`src/rtl/oclib_reset_sequencer.sv`:
```
// Staged reset sequencer: holds every downstream reset domain for a minimum time,
// then releases them one stage at a time in ascending order.
module oclib_reset_sequencer #(
  parameter int unsigned SyncCycles     = 3,
  parameter int unsigned MinResetCycles = 16,
  parameter int unsigned Stages         = 4,
  parameter int unsigned StageGapCycles = 8
) (
  input  logic              clock,
  input  logic              reset,
  input  logic              resetReq,
  output logic [Stages-1:0] resetOut,
  output logic              resetBusy,
  output logic              resetDone,
  output logic [7:0]        resetCount
);

  localparam int unsigned HoldW = (MinResetCycles > 1) ? $clog2(MinResetCycles) : 1;
  localparam int unsigned GapW  = (StageGapCycles > 1) ? $clog2(StageGapCycles) : 1;
  localparam int unsigned IdxW  = (Stages > 1) ? $clog2(Stages) : 1;

  localparam logic [HoldW-1:0] HoldReload = HoldW'(MinResetCycles - 1);
  localparam logic [GapW-1:0]  GapReload  = GapW'(StageGapCycles - 1);
  localparam logic [IdxW-1:0]  LastIdx    = IdxW'(Stages - 1);
  localparam logic [7:0]       CountMax   = 8'hFF;

  typedef enum logic [1:0] {
    StHold    = 2'd0,
    StRelease = 2'd1,
    StIdle    = 2'd2
  } state_e;

  state_e                state_q, state_d;
  logic [SyncCycles-1:0] sync_q, sync_d;
  logic [HoldW-1:0]      hold_q, hold_d;
  logic [GapW-1:0]       gap_q, gap_d;
  logic [IdxW-1:0]       idx_q, idx_d;
  logic [Stages-1:0]     out_q, out_d;
  logic                  busy_q, busy_d;
  logic                  done_q, done_d;
  logic [7:0]            count_q, count_d;
  logic                  req_sync;

  // Plain shift-register synchronizer; the request is treated as fully asynchronous.
  assign sync_d   = {sync_q[SyncCycles-2:0], resetReq};
  assign req_sync = sync_q[SyncCycles-1];

  always_ff @(posedge clock) begin
    if (reset) begin
      state_q <= StHold;
      sync_q  <= '0;
      hold_q  <= HoldReload;
      gap_q   <= '0;
      idx_q   <= '0;
      out_q   <= '1;
      busy_q  <= 1'b1;
      done_q  <= 1'b0;
      count_q <= 8'd0;
    end else begin
      state_q <= state_d;
      sync_q  <= sync_d;
      hold_q  <= hold_d;
      gap_q   <= gap_d;
      idx_q   <= idx_d;
      out_q   <= out_d;
      busy_q  <= busy_d;
      done_q  <= done_d;
      count_q <= count_d;
    end
  end

  // Next-state logic; a synced request always wins over a terminal count.
  always_comb begin
    state_d = state_q;
    hold_d  = hold_q;
    gap_d   = gap_q;
    idx_d   = idx_q;
    out_d   = out_q;
    count_d = count_q;

    unique case (state_q)
      StHold: begin
        out_d = '1;
        if (req_sync) begin
          hold_d = HoldReload;
        end else if (hold_q != '0) begin
          hold_d = hold_q - HoldW'(1);
        end else begin
          out_d[0] = 1'b0;
          if (Stages == 1) begin
            state_d = StIdle;
          end else begin
            state_d = StRelease;
            idx_d   = IdxW'(1);
            gap_d   = GapReload;
          end
        end
      end

      StRelease: begin
        if (req_sync) begin
          state_d = StHold;
          out_d   = '1;
          hold_d  = HoldReload;
        end else if (gap_q != '0) begin
          gap_d = gap_q - GapW'(1);
        end else begin
          out_d[idx_q] = 1'b0;
          if (idx_q == LastIdx) begin
            state_d = StIdle;
          end else begin
            idx_d = idx_q + IdxW'(1);
            gap_d = GapReload;
          end
        end
      end

      StIdle: begin
        out_d = '0;
        if (req_sync) begin
          state_d = StHold;
          out_d   = '1;
          hold_d  = HoldReload;
        end
      end

      default: begin
        state_d = StHold;
        out_d   = '1;
        hold_d  = HoldReload;
      end
    endcase

    // Only completed sequences are counted; aborts re-enter HOLD instead.
    if ((state_d == StIdle) && (state_q != StIdle) && (count_q != CountMax)) begin
      count_d = count_q + 8'd1;
    end

    busy_d = (state_d != StIdle);
    done_d = (state_d == StIdle);
  end

  assign resetOut   = out_q;
  assign resetBusy  = busy_q;
  assign resetDone  = done_q;
  assign resetCount = count_q;

endmodule

```
`config.mk`:
```
export PLATFORM = sky130hd
export DESIGN_NAME = oclib_reset_sequencer
export DESIGN_NICKNAME = d
export VERILOG_FILES = /design/src/rtl/oclib_reset_sequencer.sv
export SDC_FILE = /design/constraint.sdc
export NUM_CORES = 1
export LEC_CHECK = 0
export ABC_AREA = 1
export ABC_CLOCK_PERIOD_IN_PS = 2150
export CAP_MARGIN = 15
export CORE_MARGIN = 2
export CORE_UTILIZATION = 45
export DETAILED_ROUTE_END_ITERATION = 6
export GPL_TIMING_DRIVEN = 0
export PLACE_DENSITY_LB_ADDON = 0.05
export SETUP_SLACK_MARGIN = 0.3
export SYNTH_ARGS = -nofsm -noshare
export SYNTH_HDL_FRONTEND = slang
export SYNTH_SLANG_ARGS = --single-unit
```
`constraint.sdc`:
```
create_clock -name clock -period 2.15 [get_ports clock]
set_input_delay 0.3225 -clock clock [delete_from_list [all_inputs] [get_ports clock]]
set_output_delay 0.3225 -clock clock [all_outputs]
set_load 0.005 [all_outputs]
```
# Word-level counts from Yosys, hierarchy flattened
# Cells that the tools add are included.
[classes] n_addsub=4 n_reduce_logical=11 n_mux=31 bitwise=2 n_lt_le_gt_ge=2 n_eq_ne=16
[ops] operator="$mux 4" count=6
[ops] operator="$mux 2" count=11
[ops] operator="$mux 3" count=5
[ops] operator="$ne 2x2->1 const B" count=7
[ops] operator="$pmux 4 s3" count=1
[ops] operator="$ne 3x3->1 const B" count=3
[ops] operator="$add 8x1->8 const B" count=1
[ops] operator="$ne 8x8->1 const B" count=1
[ops] operator="$pmux 4 s2" count=1
[ops] operator="$eq 2x2->1 const B" count=3
[ops] operator="$pmux 2 s3" count=1
[ops] operator="$pmux 3 s2" count=1
[ops] operator="$reduce_and 6->1" count=1
[ops] operator="$reduce_and 5->1" count=1
[ops] operator="$and 4x4->4" count=1
[ops] operator="$not 4->4" count=1
[ops] operator="$pmux 2 s2" count=1
[ops] operator="$reduce_bool 4->1" count=1
[ops] operator="$sub 4x1->4 const B" count=1
[ops] operator="$logic_and 1x1->1" count=3
[ops] operator="$lt 2x3->1 const B" count=1
[ops] operator="$mux 1" count=3
[ops] operator="$reduce_bool 3->1" count=1
[ops] operator="$sub 3x1->3 const B" count=1
[ops] operator="other kinds (9)" count=9
[totals] ff_bits=28 wordCells=75 out_inout_bits=14 in_bits=3

# Logic depth before layout (Yosys ltp)
[depth] depth_word=9 depth_mapped=12 mapped_depth_nobuf=12

# Worst setup path after synthesis
# Ideal clock, no wire load.
[synth_path] kind="flip-flop to flip-flop" start="reg state_q[1]" end="reg count_q[3], in the netlist resetCount[3]" stages_incl_launch_ff=12 t_required_ps=2018 period_less_slack_ps=1613 setup_slack_ps=537 setup_time_ps=132 arrival_time_ps=1481 n_path_buf=1 cell_sequence="dfxtp_1 -> inv_1 -> ha_1 -> buf_4 -> nand2_2 -> nand2_1 -> nand2_1 -> nand2_1 -> nor2_1 -> nand3_2 -> nand2_1 -> a21oi_1"
[synth_between] elab_chain_len=7 elab_cells_between_ends=14 cone_classes="4 x eq/ne; 7 x mux; 3 x reduce/logical"
[synth_lines] item="start: declaration" line="33" rtl="state_e state_q, state_d;"
[synth_lines] item="start signal: assignment" line="50" rtl="state_q <= StHold;"
[synth_lines] item="start signal: assignment" line="60" rtl="state_q <= state_d;"
[synth_lines] item="$mux 2" line="109" rtl="if (idx_q == LastIdx) begin"
[synth_lines] item="$mux 2" line="105" rtl="end else if (gap_q != '0) begin"
[synth_lines] item="$mux 2" line="101" rtl="if (req_sync) begin"
[synth_lines] item="$pmux 2 s3" line="81" rtl="unique case (state_q)"
[synth_lines] item="$eq 2x2->1" line="135" rtl="if ((state_d == StIdle) && (state_q != StIdle) && (count_q != CountMax)) begin"
[synth_lines] item="$logic_and 1x1->1 * (2 in series)" line="135"
[synth_lines] item="end signal: assignment" line="68" rtl="count_q <= count_d;"
[synth_lines] item="end: declaration" line="41" rtl="logic [7:0] count_q, count_d;"
# Every way passes the cells marked *; elsewhere a longest branch is shown, timed or not.
# A chain may end at the register's enable or synchronous reset.

# Worst setup path after layout
[layout_path] start="reg state_q[1]" end="reg count_q[2], in the netlist resetCount[2]"
# The elaborated chain is that of the path after synthesis.

==> metrics.txt <==
Gate power share 0.037; grt total ovfl 0; clock network power share 0.390; CP endpoint kind register; Final WS setup 0.4217 ns; GRT Overall Usage 0.1782; sequential share of the synthesized area 0.3651; Synth Instances 203; Root Buffer clkbuf_4; sw frac 0.2171; Placed Cells between 200 and 300; IR drop worst, VDD between 0.3 and 0.4 mV; final std cell area, no fill about 0.0019 sq mm; Syn-to-layout area delta 22.17%; worst hold path class in -> reg; Iteration-0 DRC Markers 45; Synth Area per Inst 7.563 sq um; wirelength, routed 3466 microns; DR vias between 1,000 and 1,500; CP startpoint kind register; Routed wire per std cell 12.84 microns; chip width 62.41 microns; Initial Utilization 0.4637; adder-cell share of the synthesized area 0.09780; final-report hold violation count 0; CP Class reg -> reg; pin count of the biggest net entering global routing 17; syn_nets 218; Worst EP arrival roughly 2.0 ns; Synth Register Bits 28; Worst-Margin Slew 0.4740 ns; CTS tree yes; mux contribution to synthesized area 0; worst-path cell chain inv_2, ha_1, buf_6, nand4_1, a21oi_2, nand2_4, nor2_4, nand3_1, a21oi_1; first-pass GRT wire length 5671 microns; DRC 0; worst r2r src state_q[1]$_SDFF_PP0_; setup violators final 0; TritonCTS buffer count 3; Fillers 325; vias in the first global route 1,289; Crit path largest cell delay approximately 0.37 ns; DIE AREA 0.003895 sq mm; GPL Wtd Cong 0.7693; largest family of logic cells by synthesized area simple AND/OR/NAND/NOR gates; Req. time, crit path 2.44 ns; setup TNS after final layout 0 ns; Overall Power 0.0009300 W; Clock Pin Slew Worst Setup and Hold Paths approximately 0.17 ns; Reg power frac 0.573; vias per cell around 5.2; FP Rows 21; CP delay by family, top simple AND/OR/NAND/NOR gates; PD cells approximately 500 mW/mm^2; final cell count without fillers 270; Max-cap violations 0; CTS Hold Bufs 0; RSZ-0062 raised after global routing no; crit path from state_q[1]$_SDFF_PP0_; Leak Pwr 0.7975 nW; P_sw 0.0002019 W; hpwl dp 2462 microns; Final ANT Viol Nets 0; Cell variety after synth 31; synthesized area 0.001535 sq mm; Synth warnings 0; ant diodes 0; Compound-Gate Fraction of Synth Area 0.1337; headroom to the max-slew limit 0.6840; I/O Buffers 15; Tmin final 1.728 ns; Synth Area in XOR/XNOR 0.02852; Critical path buffers and inverters 2; final net count 240; Num Clock Sinks 28; worst-path maximum fanout 8; htree depth 1; Longest Clk Path Bufs 2; hold path start reset; core area 0.003311 sq mm; Critical Path Slowest Stage Cell dfxtp_2; dpl ws 0.2354 ns; I/O Pins 17; Final Max Tran Viols 0; crit share post-route 0.8039; post-synthesis simple-gate area fraction 0.2958; layout cells sized above 1 0.1652; initial antenna violation count 0; dpl cell area 0.001743 sq mm; area of the multi-input gates slightly above 900 sq um; Fmax 578.6 MHz; clk_lat worst skew 0.34 ns; Internal 0.0007281 W; total area of sequential cells 565.5 sq um; worst clock skew about 0.0061 ns; status finished clean; Die Span Y between 60 and 70 microns; Pre-antenna DRT Iters 4
Yosys cell counts, drive strengths merged:
master  instances  share of area
a211oi          1         0.0049
a21oi          19          0.064
a221o           1         0.0065
a31oi           2         0.0081
buf             2         0.0081
clkbuf          2         0.0049
clkinv          1         0.0024
dfxtp          28           0.37
ha             12          0.098
inv            26          0.064
nand2          43           0.11
nand3          19          0.073
nand4           1         0.0041
nor2           24          0.085
nor3            2         0.0065
nor3b           1         0.0081
nor4            1         0.0041
o211ai          3          0.015
o21ai           8          0.026
o22ai           1         0.0041
o31ai           1         0.0049
xor2            5          0.029
final timing paths:
path         cells past startpoint  slack [ns]                          to
min reg2reg                      2        0.42        sync_q[2]$_SDFF_PP0_
min                              2        0.32  resetCount[1]$_SDFFE_PP0P_
max reg2reg                      9        0.42  resetCount[2]$_SDFFE_PP0P_
max                              9        0.42  resetCount[2]$_SDFFE_PP0P_
per-stage QoR:
stage | util | hold slack [ns]
2_1_floorplan | - | 0.3883
3_3_place_gp | 0.5265 | 0.3911
3_5_place_dp | 0.5265 | 0.4035
4_1_cts | 0.5442 | 0.3107
5_1_grt | 0.5665 | 0.3363
6_report | 0.5665 | 0.3170
power groups by stage:
| stage | logic [W] | registers, W | clock network, W |
|---|---|---|---|
| detailed placement | 0.0000341 | 0.000543 | 0 |
| finish | 0.0000343 | 0.000533 | 0.000363 |
| floorplan | 0.0000248 | 0.000542 | 0 |
| global route | 0.0000390 | 0.000535 | 0.000386 |
| global placement | 0.0000327 | 0.000543 | 0 |
| CTS | 0.0000341 | 0.000532 | 0.000363 |
cell families after synthesis:
group / Yosys count
buffers and inverters: 31
DFF: 28
xor gates and xnor gates: 5
adders and majority gates: 12
and+or+nand+nor: 91
AOI/OAI and AO/OA: 36
flip-flops by register name (all words and copies together) (netlist names):
register    cells
state_q         2
resetDone       1
resetBusy       1
hold_q          4
sync_q          3
resetCount      8
idx_q           2
gap_q           3
resetOut        4
layout make-up:
cell class                      count  area share
Multi-Input combinational cell    145      0.4877
Sequential cell                    28      0.3015
Timing Repair Buffer               16     0.08406
Inverter                           27     0.05404
Tap cell                           46     0.03069
Clock inverter                      1     0.01601
Buffer                              4     0.01401
Clock buffer                        3     0.01201
timing repair:
item / CTS / global route
setup endpoints to repair: 6 / 10
pin swaps: 0 / 7
buffers inserted: 0 / 1
cloned: 0 / 1
gates resized for setup: 2 / 20
layout by cell type (no fill, tap or decap), types with 2 or more instances in the layout:
| cell type | count |
|---|---|
| a21oi_1 | 16 |
| a21oi_2 | 3 |
| a31oi_1 | 2 |
| clkbuf_1 | 2 |
| clkbuf_4 | 4 |
| clkdlybuf4s50_1 | 15 |
| dfxtp_1 | 24 |
| dfxtp_2 | 4 |
| ha_1 | 12 |
| inv_1 | 21 |
| inv_2 | 5 |
| nand2_1 | 35 |
| nand2_2 | 5 |
| nand2_4 | 3 |
| nand3_1 | 16 |
| nand3_4 | 2 |
| nor2_1 | 19 |
| nor2_4 | 3 |
| nor2_8 | 2 |
| nor3_1 | 2 |
| o211ai_1 | 3 |
| o21ai_0 | 7 |
| xor2_1 | 5 |
routing by layer:
| metal | global-route usage | vias to the layer above | share of wire |
|---|---|---|---|
| met5 | 0 | - | 0 |
| met2 | 0.3091 | 20 | 0.48 |
| li1 | - | 705 | - |
| met1 | 0.2330 | 679 | 0.48 |
| met4 | 0.05833 | 0 | 0.013 |
| met3 | 0.01622 | 5 | 0.025 |
(Power assumes the default switching activity.)
